### src/rtl/palindrome_pkg.sv
// Shared types and width helpers for the sequential palindrome checker.
package palindrome_pkg;

    typedef enum logic [1:0] {
        IDLE = 2'd0,
        RUN  = 2'd1,
        DONE = 2'd2
    } state_t;

    // Reversed value needs one extra digit's worth of headroom over the operand.
    function automatic int calc_rev_w(input int width, input int radix);
        return width + $clog2(radix);
    endfunction

    function automatic int calc_dcnt_w(input int width);
        return $clog2(width + 1);
    endfunction

endpackage

### src/rtl/palindrome_digit_step.sv
// One base-RADIX digit step: peel the low digit off temp and append it to rev.
module palindrome_digit_step #(
    parameter int WIDTH = 16,
    parameter int RADIX = 10,
    parameter int REV_W = WIDTH + $clog2(RADIX)
) (
    input  logic [WIDTH-1:0] temp,
    input  logic [REV_W-1:0] rev,
    output logic [WIDTH-1:0] temp_next,
    output logic [REV_W-1:0] rev_next
);

    localparam logic [WIDTH-1:0] RAD_T = WIDTH'(RADIX);
    localparam logic [REV_W-1:0] RAD_R = REV_W'(RADIX);

    assign temp_next = temp / RAD_T;
    assign rev_next  = rev * RAD_R + REV_W'(temp % RAD_T);

endmodule

### src/rtl/palindrome_check_seq.sv
// Sequential palindrome checker: one digit per cycle, valid/ready on both sides.
module palindrome_check_seq
    import palindrome_pkg::*;
#(
    parameter int WIDTH = 16,
    parameter int RADIX = 10,
    localparam int REV_W  = calc_rev_w(WIDTH, RADIX),
    localparam int DCNT_W = calc_dcnt_w(WIDTH)
) (
    input  logic              clk,
    input  logic              rst_n,
    input  logic              flush,
    input  logic              in_valid,
    output logic              in_ready,
    input  logic [WIDTH-1:0]  number,
    output logic              out_valid,
    input  logic              out_ready,
    output logic              is_palindrome,
    output logic [REV_W-1:0]  rev_number,
    output logic [DCNT_W-1:0] digit_count,
    output logic              busy
);

    state_t              state, state_d;
    logic [WIDTH-1:0]    orig, temp, temp_nxt;
    logic [REV_W-1:0]    rev, rev_nxt;
    logic [DCNT_W-1:0]   cnt;

    palindrome_digit_step #(
        .WIDTH(WIDTH),
        .RADIX(RADIX),
        .REV_W(REV_W)
    ) u_step (
        .temp     (temp),
        .rev      (rev),
        .temp_next(temp_nxt),
        .rev_next (rev_nxt)
    );

    always_ff @(posedge clk or negedge rst_n) begin
        if (!rst_n) state <= IDLE;
        else        state <= state_d;
    end

    always_comb begin
        state_d = state;
        case (state)
            IDLE:    if (in_valid)    state_d = RUN;
            RUN:     if (temp == '0)  state_d = DONE;
            DONE:    if (out_ready)   state_d = IDLE;
            default:                  state_d = IDLE;
        endcase
        if (flush) state_d = IDLE;
    end

    // Result registers only load on the RUN->DONE step; flush leaves them alone.
    always_ff @(posedge clk or negedge rst_n) begin
        if (!rst_n) begin
            orig          <= '0;
            temp          <= '0;
            rev           <= '0;
            cnt           <= '0;
            is_palindrome <= 1'b0;
            rev_number    <= '0;
            digit_count   <= '0;
        end else if (!flush) begin
            case (state)
                IDLE: if (in_valid) begin
                    orig <= number;
                    temp <= number;
                    rev  <= '0;
                    cnt  <= '0;
                end
                RUN: if (temp != '0) begin
                    temp <= temp_nxt;
                    rev  <= rev_nxt;
                    cnt  <= cnt + DCNT_W'(1);
                end else begin
                    is_palindrome <= (rev == REV_W'(orig));
                    rev_number    <= rev;
                    digit_count   <= cnt;
                end
                default: ;
            endcase
        end
    end

    assign in_ready  = (state == IDLE);
    assign out_valid = (state == DONE);
    assign busy      = (state == RUN);

endmodule
### config.mk
export PLATFORM = sky130hd
export DESIGN_NAME = palindrome_check_seq
export DESIGN_NICKNAME = d
export VERILOG_FILES = /design/src/rtl/palindrome_pkg.sv /design/src/rtl/palindrome_digit_step.sv /design/src/rtl/palindrome_check_seq.sv
export SDC_FILE = /design/constraint.sdc
export NUM_CORES = 1
export LEC_CHECK = 0
export BUFFER_PORTS_ARGS = -buffer_cell sky130_fd_sc_hd__buf_2
export CAP_MARGIN = 0
export CORE_UTILIZATION = 40
export CTS_CLUSTER_DIAMETER = 50
export DETAILED_ROUTE_END_ITERATION = 7
export SLEW_MARGIN = 10
export SYNTH_ARGS = -nofsm -noshare
export SYNTH_HDL_FRONTEND = slang
export SYNTH_SLANG_ARGS = --single-unit
### constraint.sdc
create_clock -name clk -period 10.2 [get_ports clk]
set_input_delay 1.02 -clock clk [delete_from_list [all_inputs] [get_ports clk]]
set_output_delay 1.02 -clock clk [all_outputs]
set_load 0.02 [all_outputs]
# Word level (Yosys, flattened, before mapping)
# Index checks and enable logic that the tools add are counted.
[op_classes]
n_bitwise = 2
div_mod_pow = 2
n_mux = 14
n_eq_ne = 8
multipliers = 1
reduce_logical = 8
n_addsub = 2
[ops]
columns = ["cell", "n"]
rows = [
  ["20-bit 2-to-1 mux", 2],
  ["20-bit case mux with 2 select lines", 1],
  ["16-bit 2-to-1 mux", 2],
  ["16-bit case mux with 2 select lines", 1],
  ["20-bit adder", 1],
  ["20-bit by 16-bit == test with 1-bit output", 1],
  ["16-bit by 4-bit modulo with 20-bit output (second input constant)", 1],
  ["20-bit by 3-bit multiplier with 19-bit output (second input constant)", 1],
  ["16-bit by 4-bit divider with 16-bit output (second input constant)", 1],
  ["16-bit zero test", 1],
  ["16-bit nonzero test", 1],
  ["5-bit 2-to-1 mux", 2],
  ["5-bit case mux with 2 select lines", 1],
  ["3-bit AND reduction", 3],
  ["2-bit 2-to-1 mux", 4],
  ["3-bit by 2-bit inequality test with 1-bit output (second input constant)", 2],
  ["2-bit case mux with 3 select lines", 1],
  ["5-bit by 1-bit adder with 5-bit output (second input constant)", 1],
  ["4-bit AND reduction", 1],
  ["3-bit inequality test (second input constant)", 1],
  ["2-bit by 1-bit == test with 1-bit output (second input constant)", 1],
  ["2-bit == test (second input constant)", 1],
  ["2-bit zero test", 1],
  ["2-bit by 1-bit inequality test with 1-bit output (second input constant)", 1],
  ["3 further kinds", 4],
]
[word_totals]
regBits = 85
elab_cells = 45

# Depth between registers and ports, before layout
# Gate-level depths: netlist (run 1).
[logic_depth]
ltp_word = 4
depth_mapped = 43
depth_no_buf = 38

# Modules after synthesis
# From an unflattened synthesis (run 1), not the netlist that was laid out.
[hier_totals]
cells_unflattened = 883
area_unflattened_um2 = 8067.7
[modules_own_cells]
columns = ["mod", "cells_per_inst", "area_each_um2", "seq_area_each_um2", "n_inst"]
rows = [
  ["palindrome_digit_step", 590, 4234.1, 0.0, 1],
  ["palindrome_check_seq", 293, 3833.7, 2127.0, 1],
]

# Worst setup path before layout (run 1)
# Ideal clock, no wire load.
[synth_path]
path_kind = "flip-flop to flip-flop"
start = "reg temp[14]"
end = "reg rev[19]"
t_required_ns = 10.078
path_stages_with_launch = 42
path_buffers = 3
setup_ns = 0.122
arrival_ns = 7.781
path_slack_ns = 2.298
synth_period_minus_slack_ns = 7.902
cell_sequence = "dfrtp_1 -> buf_4 -> or4b_1 -> o211ai_1 -> a221oi_1 -> maj3_2 -> a221oi_1 -> nand2_1 -> a2111oi_0 -> o31a_1 -> buf_4 -> a211oi_1 -> o31ai_1 -> o211ai_1 -> o21a_2 -> buf_6 -> a211oi_2 -> o41ai_2 -> [... 6 more ...] -> nor2b_1 -> o21ai_0 -> a21boi_0 -> o21ai_0 -> a21boi_0 -> o21ai_0 -> a21boi_0 -> o21ai_0 -> nand2b_1 -> a21oi_1 -> o21bai_1 -> a21oi_1 -> o2111ai_1 -> o211ai_1 -> xnor2_1 -> nor2_1 -> a32oi_1 -> nand2_1"
[synth_via]
elab_chain_len = 4
elab_cells_between_ends = 7
cone_classes = "add/sub (1); div (1); eq/ne (1); mux (2); reduce/logical (2)"
[synth_rtl]
columns = ["element", "line", "rtl"]
rows = [
  ["from (decl)", "palindrome_check_seq.sv:25", "logic [WIDTH-1:0] orig, temp, temp_nxt;"],
  ["from (signal assigned)", "palindrome_check_seq.sv:70", "temp <= number;"],
  ["from (signal assigned)", "palindrome_check_seq.sv:75", "temp <= temp_nxt;"],
  ["16-bit by 4-bit modulo with 20-bit output", "palindrome_digit_step.sv:17", "assign rev_next = rev * RAD_R + REV_W'(temp % RAD_T);"],
  ["20-bit adder", "palindrome_digit_step.sv:17", ""],
  ["20-bit 2-to-1 mux", "palindrome_check_seq.sv:74", "RUN: if (temp != '0) begin"],
  ["20-bit case mux with 2 select lines", "palindrome_check_seq.sv:67", "case (state)"],
  ["to (signal assigned)", "palindrome_check_seq.sv:76", "rev <= rev_nxt;"],
  ["to (decl)", "palindrome_check_seq.sv:26", "logic [REV_W-1:0] rev, rev_nxt;"],
]
# Several ways; a longest one is shown, not always the timed one. The select of a mux whose other input is x is not followed.
# A chain may end at the register's enable or synchronous reset.

# Worst setup path after layout (run 1)
[layout_path]
start = "reg temp[15]"
end = "reg rev[19]"
# The elaborated chain is that of the path after synthesis.

==> qor.yml, run 1 <==
outcome:
  status: "finished, final reports clean"
grt:
  grt_pass1_vias: 5799
  grt_use_total_pct: 20.7
  grt_antenna_before_repair: 0
  grt_pass1_wl_um: 29600
  grt_max_degree: 64
  grt_overflow: 0
sta:
  final.setup.tns_ns: 0
  hold_slack_ns: 0.500
  fin_worst_skew_ns: 0.00765
  setup_viol: 0
  fin_crit_sh_pct: 90.8
  rsz0062_at_grt: "false"
  final.min_clock_period_ns: 9.26
  fmax_mhz: 108
  timing_hold_violations_final: 0
  tightest_slew_ns: 0.850
  maxSlewViolCount: 0
  maxSlewHeadroom_pct: 43.3
synthesis:
  synth.avg_cell_area_um2: 8.73
  yosysWarnings: 0
  synth_edf_count: 0
  synth_commonest_cells: "dfrtp_1 (85), o21ai_0 (67), nand2_1 (60), ha_1 (52)"
  synth-async-reset-ratio_pct: 100
  synth-seq-cells: 85
  synth_top_family_by_area: "compound AO/OA/AOI/OAI gates"
  synth_xor_area_share_pct: 7.08
  yosys-top-cells-area: "dfrtp_1 (30%), ha_1 (9.2%), mux2_2 (6.5%)"
  netlist_area_um2: 7050
  yosysTopAreaCellShare_pct: 30.2
  yosysMostFrequentCell: "dfrtp_1"
  synth_fa_ha_area_share_pct: 10.2
  synth-seq-area-share_pct: 30.2
  synthesis.instances: 808
  synth_top_area_cell: "dfrtp_1"
  synth_ff_type: "dfrtp_1"
  yosys.area_share.simple_pct: 15.5
  synth_mux_area_share_pct: 7.68
  yosysUniqueCellTypes: 81
  synth_compound_area_share_pct: 23.6
placed_design:
  hpwl_um: 12800
  placed_area_um2: 7500
  io_buffers: 49
  place.gp.congestion: 0.889
die:
  core_um2: 17200
  die_area_um2: 18200
  die_h_um: 135
  pin_count: 50
  start_util_pct: 40.9
  chipWidth_um: 135
  rows: 48
setup_path:
  start_kind: "flip-flop"
  worstPathArrival_ns: 9.50
  worstSetupPathType: "reg2reg"
  end_kind: "flip-flop"
  path_delay_family: "compound AO/OA/AOI/OAI gates"
  crit_fanout: 18
  worstPathRequired_ns: 10.44
  path_buf_inv: 2
  slowest_delay_ns: 0.53
  critPathMostFrequentCell: "o21ai_0"
  critPathSlowestCell: "dfrtp_1"
drt:
  drc: 0
  viasPerCell: 5.67
  routedWlPerCell_um: 16.6
  vias: 6058
  dr.pass1.iters: 6
  totalWireLength_um: 17800
  ant_nets: 0
  drtIter0Drc: 489
power_and_ir_drop:
  total_power_mw: 2.54
  p_per_area_nw_per_um2: 325
  vdd_drop_max_mv: 0.126
  comb_power_share_pct: 66.4
  power.internal_mw: 1.33
  netSwitchingFraction_pct: 47.8
  p_seq_share_pct: 20.2
  p_clk_share_pct: 13.4
  power.switching_mw: 1.21
  p_leak_nw: 3.61
clock_network:
  root_buffer: "clkbuf_16"
  cts.path.max_buffers: 2
  post_cts_buffers: 0
  cts_made_buffers: 9
  postCtsHoldBufs: 0
  tritoncts: "built"
  clk_transition_reported_paths_ns: 0.07
  cts.sinks: 85
  cts_resized: 0
  insertion_delay_ns: 0.35
  ctsHtreeMaxLevel: 3
final_layout:
  fill_cells: 1678
  area_growth_pct: 10.9
  nNetsFinal: 913
  final_util_pct: 45.4
  drive_gt1_share_pct: 17.1
  diodes: 0
  fin_area_um2: 7820
flow_run:
  maxCapViolations: 0
min_path:
  hp-class: "reg2reg"
==> worst paths after layout <==
kind                       slack [ns]  cells after the start      startpoint             end
max in group asynchronous        8.50                      2           rst_n        temp[13]
min in group asynchronous        0.56                      1           rst_n         rev[18]
setup / recovery                 0.94                     39        temp[15]         rev[19]
setup reg to reg                 0.94                     39        temp[15]         rev[19]
hold reg to reg                  0.50                      1  digit_count[2]  digit_count[2]
hold / removal                   0.50                      1  digit_count[2]  digit_count[2]
==> metrics by stage <==
| step | instances | setup WS [ns] |
|---|---|---|
| finish | 1068 | 0.942 |
| global route | 1068 | 0.0297 |
| CTS | 1068 | 0.910 |
| detailed placement | 1052 | 1.02 |
| global placement | 1052 | 1.18 |
| floorplan | 815 | 2.30 |
==> sequential cells by signal, indices dropped and copies added, names as in the netlist <==
name and flops:
cnt 5, digit_count 5, is_palindrome 1, orig 16, rev 20, rev_number 20, state 2, temp 16
==> cells in the final DEF (no fill, tap or decap), drive strengths merged, types with 7 or more instances in the layout <==
cell    count
ha         52
inv        48
nor4       12
or3         9
a211oi     15
o22ai       7
and3        7
mux2       41
o21bai      8
o21ai      70
nand2      60
nand3      13
o31ai      10
nand2b     11
mux2i       8
a21oi      46
clkbuf     11
a21o        9
o211ai     11
buf        63
o21a        8
xor2       16
conb        8
nor2       46
dfrtp      85
a21boi     10
nor2b       7
xnor2      41
nor3       16
==> cell type report <==
type,instances,area (um^2),share of cell area (%)
well taps,225,282,3.60
clock inverters,5,57.6,0.736
repair buffers,63,353,4.51
inverters,48,180,2.30
clock buffers,11,243,3.10
flip-flops and latches,85,2130,27.2
multi-input cells,631,4580,58.5
==> metal layers <==
layer | global-route usage (%) | up-vias | wire length [um]
met5 | 0 | - | 0
met4 | 8.68 | 0 | 529
met3 | 3.00 | 33 | 751
met2 | 33.0 | 141 | 8230
met1 | 28.0 | 2871 | 8250
li1 | - | 3013 | -
==> power by group through the flow <==
| stage | Combinational [mW] | Clock [mW] | Sequential, mW |
|---|---|---|---|
| finish | 1.69 | 0.340 | 0.513 |
| detailed placement | 1.65 | 0 | 0.518 |
| CTS | 1.68 | 0.350 | 0.513 |
| global route | 1.92 | 0.363 | 0.526 |
| global placement | 1.64 | 0 | 0.519 |
| floorplan | 1.38 | 0 | 0.446 |
==> worst register-to-register path, delay by kind of cell (launching register included) <==
family / cells / cell delay, ns
fa+ha+maj: 2 / 0.72
compound gates: 22 / 4.82
xor+xnor: 2 / 0.43
flops: 1 / 0.53
simple gates: 10 / 2.08
mux: 1 / 0.19
buf+inv: 2 / 0.37
==> logic make-up after synthesis <==
logic type	after synthesis
adder cells (fa/ha/maj)	57
flip-flops	85
buffers and inverters	99
XOR/XNOR	57
multiplexers	49
AND/OR/NAND/NOR	213
AO/OA/AOI/OAI	247
other	1
Note: power is estimated with default switching activity, not from simulation.
==> run 2, diff against run 1 <==
--- a/config.mk
+++ b/config.mk
@@ -10,6 +10,7 @@
 export CORE_UTILIZATION = 40
 export CTS_CLUSTER_DIAMETER = 50
 export DETAILED_ROUTE_END_ITERATION = 7
+export RECOVER_POWER = 100
 export SLEW_MARGIN = 10
 export SYNTH_ARGS = -nofsm -noshare
 export SYNTH_HDL_FRONTEND = slang
==> constraint.sdc (replaced) <==
create_clock -name clk -period 11.4 [get_ports clk]
set_input_delay 1.14 -clock clk [delete_from_list [all_inputs] [get_ports clk]]
set_output_delay 1.14 -clock clk [all_outputs]
set_load 0.02 [all_outputs]
==> run 2 against run 1 <==
Compared with the run above: worst hold slack gained 0.0036 ns; first-iteration DRC count grew 0.41%; non-clock buffer count shrank 6; global-route usage grew 0.12 points; largest power group unchanged; via count grew 0.50%; the flow now finishes with violations (max-capacitance violations, max-slew violations); critical path type unchanged; setup slack gained 0.30 ns; power shrank 13%; sequential share of layout area grew 0.55 points; final cell count shrank 0.56%; clock skew grew 0.0026 ns; fmax shrank 8.8%.
==> qor.yml, run 2 (synthesized netlist as in run 1, its figures left out) <==
final_layout:
  finalNonFillerCells: 1062  # -0.56%
  multiInputGateArea_um2: 4550  # -0.71%
  fill_cells: 1650  # -1.7%
  area_growth_pct: 8.59
  final_common_cell: "dfrtp_1"
  drive_gt1_share_pct: 11.4  # -5.7 points
  diodes: 0  # unchanged
  final_cell_mix: "dfrtp_1 (85), o21ai_0 (67), nand2_1 (60)"
  nNetsFinal: 907  # -0.66%
  top_regs: "rev x20, rev_number x20"
  regArea_um2: 2130  # -0.12%
placed_design:
  preCtsSetupSlack_ns: 1.48  # +0.460 ns
  io_buffers: 49  # unchanged
  place.gp.congestion: 0.880  # -1.1%
  dp_cells: 1046  # -0.57%
  hpwl_um: 12800  # +0.54%
outcome:
  violations: "max-capacitance violations, max-slew violations"
  status: "finished, violations left"
flow_run:
  maxCapViolations: 3  # +3
drt:
  viasPerCell: 5.73  # +1.1%
  dr.pass1.iters: 5  # -1
  vias: 6088  # +0.50%
  drc: 0  # unchanged
  drtIter0Drc: 491  # +0.41%
  ant_nets: 0  # unchanged
  totalWireLength_um: 17800  # about the same
  routedWlPerCell_um: 16.7  # +0.61%
setup_path:
  start_kind: "flip-flop"
  rrSetupSlack_ns: 1.25  # +0.30 ns
  worstPathArrival_ns: 10.39  # +0.89 ns
  path_buf_inv: 2  # unchanged
  worstSetupPathType: "reg2reg"
  worstPathRequired_ns: 11.63  # +1.19 ns
  r2r_cells: 38  # -2.6%
  slowest_delay_ns: 0.99  # +0.46 ns
  reg2reg_to: "rev[19]"
  critPathSlowestCell: "a222oi_1"
  end_kind: "flip-flop"
  path_delay_family: "compound AO/OA/AOI/OAI gates"
  crit_fanout: 32  # +14
  critPathMostFrequentCell: "o21ai_0"
  reg2reg_from: "temp[15]"
sta:
  maxSlewHeadroom_pct: -139  # -180 points
  setup_viol: 0  # unchanged
  timing_hold_violations_final: 0  # unchanged
  tightest_slew_ns: 3.59  # +2.74 ns
  fin_worst_skew_ns: 0.0103  # +0.00261 ns
  layout_setup_ws_ns: 1.25  # +0.304 ns
  fin_crit_sh_pct: 89.1  # -1.7 points
  final.setup.tns_ns: 0  # unchanged
  fmax_mhz: 98.5  # -8.8%
  hold_slack_ns: 0.504  # +0.00361 ns
  rsz0062_at_grt: "false"
  maxSlewViolCount: 146  # +146
  final.min_clock_period_ns: 10.15  # +0.896 ns
grt:
  grt_pass1_vias: 5793  # -0.10%
  top_usage_layer: "met2"
  grt_use_total_pct: 20.8  # +0.12 points
  grt_overflow: 0  # unchanged
  met2_usage_pct: 33.2  # +0.17 points
  met3_usage_pct: 2.55  # -0.45 points
  grt_max_degree: 66  # +3.1%
  grt_antenna_before_repair: 0  # unchanged
  grt_util_met1_pct: 28.2  # +0.25 points
  grt_pass1_wl_um: 30000  # +1.4%
die:
  core_um2: 17200  # unchanged
  die_area_um2: 18200  # unchanged
  chipWidth_um: 135  # unchanged
  die_h_um: 135  # unchanged
  rows: 48  # unchanged
  start_util_pct: 40.9  # unchanged
  pin_count: 50  # unchanged
clock_network:
  post_cts_buffers: 0  # unchanged
  postCtsHoldBufs: 0  # unchanged
  cts.sinks: 85  # unchanged
  cts.path.max_buffers: 2  # unchanged
  ctsHtreeMaxLevel: 3  # unchanged
  tritoncts: "built"
  cts_made_buffers: 9  # unchanged
  root_buffer: "clkbuf_16"
  clk_transition_reported_paths_ns: 0.06  # about the same
  cts_resized: 0  # unchanged
  insertion_delay_ns: 0.36  # about the same
power_and_ir_drop:
  p_leak_nw: 3.40  # -5.6%
  p_per_area_nw_per_um2: 288  # -11%
  total_power_mw: 2.20  # -13%
  vdd_drop_max_mv: 0.104  # -17%
min_path:
  hp-class: "reg2reg"
  hp-start: "rev_number[17]"
  hold_depth: 1  # unchanged
  worstHoldEndpoint: "rev_number[17]"
==> run 2: changes by cell type in the layout (fill, tap and decap cells not counted), moves of 2 or more <==
cell,change
buf_2,-30
dfrtp_2,-2
clkbuf_1,+37
buf_4,-11
dfrtp_1,+2
inv_6,-2
==> run 2: worst max path at each step <==
stage                        start      end  slack (ns)  cells after the start
final                     temp[15]  rev[19]        1.25                     38
after global routing      temp[15]  rev[19]        0.20                     38
after CTS                 temp[15]  rev[19]        1.42                     38
after detailed placement  temp[15]  rev[19]        1.48                     38
after global placement    temp[15]  rev[19]        1.50                     37
after floorplan           temp[14]  rev[19]        3.50                     41
==> run 2: final cells by class <==
type,instances,share of cell area [%]
Timing Repair Buffer,57,3.28
Tap cell,225,3.68
Clock buffer,13,3.27
Clock inverter,3,0.278
Multi-Input combinational cell,631,59.4
Inverter,48,2.35
Sequential cell,85,27.8
==> run 2: report_power, final <==
| group | switching (mW) | total, mW | internal (mW) |
|---|---|---|---|
| combinational | 0.828 | 1.46 | 0.633 |
| sequential | 0.114 | 0.466 | 0.352 |
| clock | 0.125 | 0.278 | 0.154 |
==> run 2: through the flow <==
step,instance area (um^2),util (%)
3_3_place_gp,7450,43.2
4_1_cts,7730,44.8
6_report,7660,44.4
3_5_place_dp,7450,43.2
2_1_floorplan,7080,-
5_1_grt,7660,44.4
==> run 2: layer usage <==
layer	routed length (um)	vias up
li1	-	3002
met1	8450	2935
met2	8210	118
met3	519	33
met4	589	0
met5	0	-
==> run 3, diff against run 2 <==
--- a/config.mk
+++ b/config.mk
@@ -7,6 +7,7 @@
 export LEC_CHECK = 0
 export BUFFER_PORTS_ARGS = -buffer_cell sky130_fd_sc_hd__buf_2
 export CAP_MARGIN = 0
+export CORE_ASPECT_RATIO = 0.6
 export CORE_UTILIZATION = 40
 export CTS_CLUSTER_DIAMETER = 50
 export DETAILED_ROUTE_END_ITERATION = 7
==> run 3 against run 2 <==
Compared with the run above: the run still ends with max-capacitance violations, max-slew violations left; register-to-register slack gained 0.17 ns; largest cell class unchanged; critical path depth is the same; combinational power grew 3%; worst hold slack gained 0.0020 ns; fmax grew 1.7%; clock power grew 4%; critical path type unchanged; non-clock buffer count is the same; die area is essentially flat; clock-buffer cell count shrank 4; highest routed layer unchanged; design area grew 0.44%; largest power group unchanged.
==> qor.yml, run 3 (synthesized netlist as in run 1, its figures left out) <==
clock_network:
  postCtsHoldBufs: 0  # unchanged
  cts_made_buffers: 9  # unchanged
  cts.path.max_buffers: 2  # unchanged
  root_buffer: "clkbuf_16"
  cts_resized: 0  # unchanged
  insertion_delay_ns: 0.34  # -0.02 ns
  tritoncts: "built"
  clk_transition_reported_paths_ns: 0.07  # about the same
  cts.sinks: 85  # unchanged
  post_cts_buffers: 0  # unchanged
  ctsHtreeMaxLevel: 3  # unchanged
setup_path:
  reg2reg_from: "temp[15]"
  slowest_delay_ns: 0.95  # -0.04 ns
  worstPathRequired_ns: 11.62  # about the same
  start_kind: "flip-flop"
  rrSetupSlack_ns: 1.42  # +0.17 ns
  crit_fanout: 32  # unchanged
  critPathSlowestCell: "dfrtp_1"
  end_kind: "flip-flop"
  critPathMostFrequentCell: "o21ai_0"
  worstPathArrival_ns: 10.21  # -0.18 ns
  endpoint: "rev[19]"
  startpoint: "temp[15]"
  r2r_cells: 38  # unchanged
  worstSetupPathType: "reg2reg"
  reg2reg_to: "rev[19]"
power_and_ir_drop:
  p_clk_share_pct: 12.8  # +0.2 points
  total_power_mw: 2.26  # +2.6%
  vdd_drop_max_mv: 0.140  # +35%
  p_seq_share_pct: 20.5  # -0.6 points
  power.switching_mw: 1.12  # +5.2%
  netSwitchingFraction_pct: 49.6  # +1.3 points
  comb_power_share_pct: 66.7  # +0.4 points
  p_leak_nw: 3.41  # +0.28%
  p_per_area_nw_per_um2: 294  # +2.1%
  power.internal_mw: 1.14  # about the same
sta:
  final.setup.tns_ns: 0  # unchanged
  maxSlewHeadroom_pct: -82.6  # +57 points
  rsz0062_at_grt: "false"
  fin_crit_sh_pct: 87.6  # -1.5 points
  fmax_mhz: 100  # +1.7%
  fin_worst_skew_ns: 0.00800  # -0.00226 ns
  final.min_clock_period_ns: 9.98  # -0.172 ns
  timing_hold_violations_final: 0  # unchanged
  tightest_slew_ns: 2.74  # -0.849 ns
  setup_viol: 0  # unchanged
  maxSlewViolCount: 168  # +15%
final_layout:
  diodes: 0  # unchanged
  final_common_cell: "dfrtp_1"
  final_util_pct: 44.8  # +0.36 points
  area_growth_pct: 9.07
  finalNonFillerCells: 1071  # +0.85%
  nNetsFinal: 907  # unchanged
  drive_gt1_share_pct: 11.6  # +0.24 points
  top_regs: "rev x20, rev_number x20"
  fill_cells: 1706  # +3.4%
  final_cell_mix: "dfrtp_1 (85), o21ai_0 (68), nand2_1 (60)"
grt:
  grt_overflow: 0  # unchanged
  grt_antenna_before_repair: 0  # unchanged
  grt_pass1_wl_um: 30000  # about the same
  grt_pass1_vias: 5441  # -6.1%
  grt_max_degree: 52  # -21%
  grt_use_total_pct: 20.7  # -0.074 points
outcome:
  violations: "max-capacitance violations, max-slew violations"
  status: "finished, violations left"
die:
  core_um2: 17200  # -0.36%
  chipWidth_um: 173  # +29%
  die_area_um2: 18200  # about the same
  pin_count: 50  # unchanged
  start_util_pct: 41.1  # +0.15 points
  rows: 37  # -23%
  die_h_um: 105  # -22%
drt:
  routedWlPerCell_um: 17.1  # +2.5%
  vias: 6106  # +0.30%
  dr.pass1.iters: 5  # unchanged
  drtIter0Drc: 658  # +34%
  viasPerCell: 5.70  # -0.55%
  ant_nets: 0  # unchanged
  drc: 0  # unchanged
  totalWireLength_um: 18400  # +3.4%
placed_design:
  io_buffers: 49  # unchanged
  hpwl_um: 13700  # +7.1%
  place.gp.congestion: 0.921  # +4.7%
  dp_cells: 1055  # +0.86%
flow_run:
  maxCapViolations: 4  # +1
min_path:
  hp-class: "reg2reg"
[run 3: cell count changes in the layout (fill, tap and decap cells not counted), sizes merged]
cell	change
buf	-1
clkbuf	-3
inv	+4
[run 3: routing by layer]
layer | share of wire (%) | global-route usage [%] | up-vias
met4 | 0.43 | 2.72 | 0
met2 | 37 | 25.7 | 210
li1 | - | - | 3005
met1 | 57 | 35.6 | 2880
met5 | 0 | 0 | -
met3 | 6.3 | 3.86 | 11
[run 3: cell type report]
| class | count | area, um^2 | share of cell area (%) |
|---|---|---|---|
| Tap cell | 234 | 293 | 3.81 |
| Multi-Input combinational cell | 631 | 4550 | 59.1 |
| Sequential cell | 85 | 2130 | 27.7 |
| Clock inverter | 7 | 72.6 | 0.943 |
| Inverter | 48 | 180 | 2.34 |
| Timing Repair Buffer | 57 | 248 | 3.22 |
| Clock buffer | 9 | 225 | 2.93 |
[run 3: how the worst min path moves through the flow]
stage,startpoint,to,slack (ns),cells past startpoint
final,rev_number[13],rev_number[13],0.51,1
after global routing,rev_number[13],rev_number[13],0.53,1
after CTS,rev_number[17],rev_number[17],0.51,1
after detailed placement,rev_number[17],rev_number[17],0.49,1
after global placement,rev_number[19],rev_number[19],0.49,1
after floorplan,rev[19],rev[19],0.47,2
[run 3: power by group through the flow]
| stage | clock network, mW | logic [mW] | registers, mW |
|---|---|---|---|
| 2_1_floorplan | 0 | 1.24 | 0.399 |
| 3_3_place_gp | 0 | 1.48 | 0.468 |
| 3_5_place_dp | 0 | 1.48 | 0.467 |
| 4_1_cts | 0.298 | 1.50 | 0.462 |
| 5_1_grt | 0.309 | 1.71 | 0.475 |
| 6_report | 0.290 | 1.51 | 0.463 |
[run 3: metrics by stage]
step / worst slack, ns / hold slack, ns / area (um^2)
after floorplan: 3.50 / 0.475 / 7080
after global placement: 1.91 / 0.485 / 7470
after detailed placement: 1.67 / 0.491 / 7470
after CTS: 1.62 / 0.506 / 7760
after global routing: 0.291 / 0.525 / 7690
final: 1.42 / 0.506 / 7690
[run 3: critical path, delay by kind of cell (launching register included)]
kind | cells | cell delay [ns]
AO/OA/AOI/OAI | 26 | 6.23
AND/OR/NAND/NOR | 7 | 1.64
flip-flops | 1 | 0.95
adder cells (fa/ha/maj) | 2 | 0.57
XOR/XNOR | 2 | 0.40
buffers and inverters | 1 | 0.06
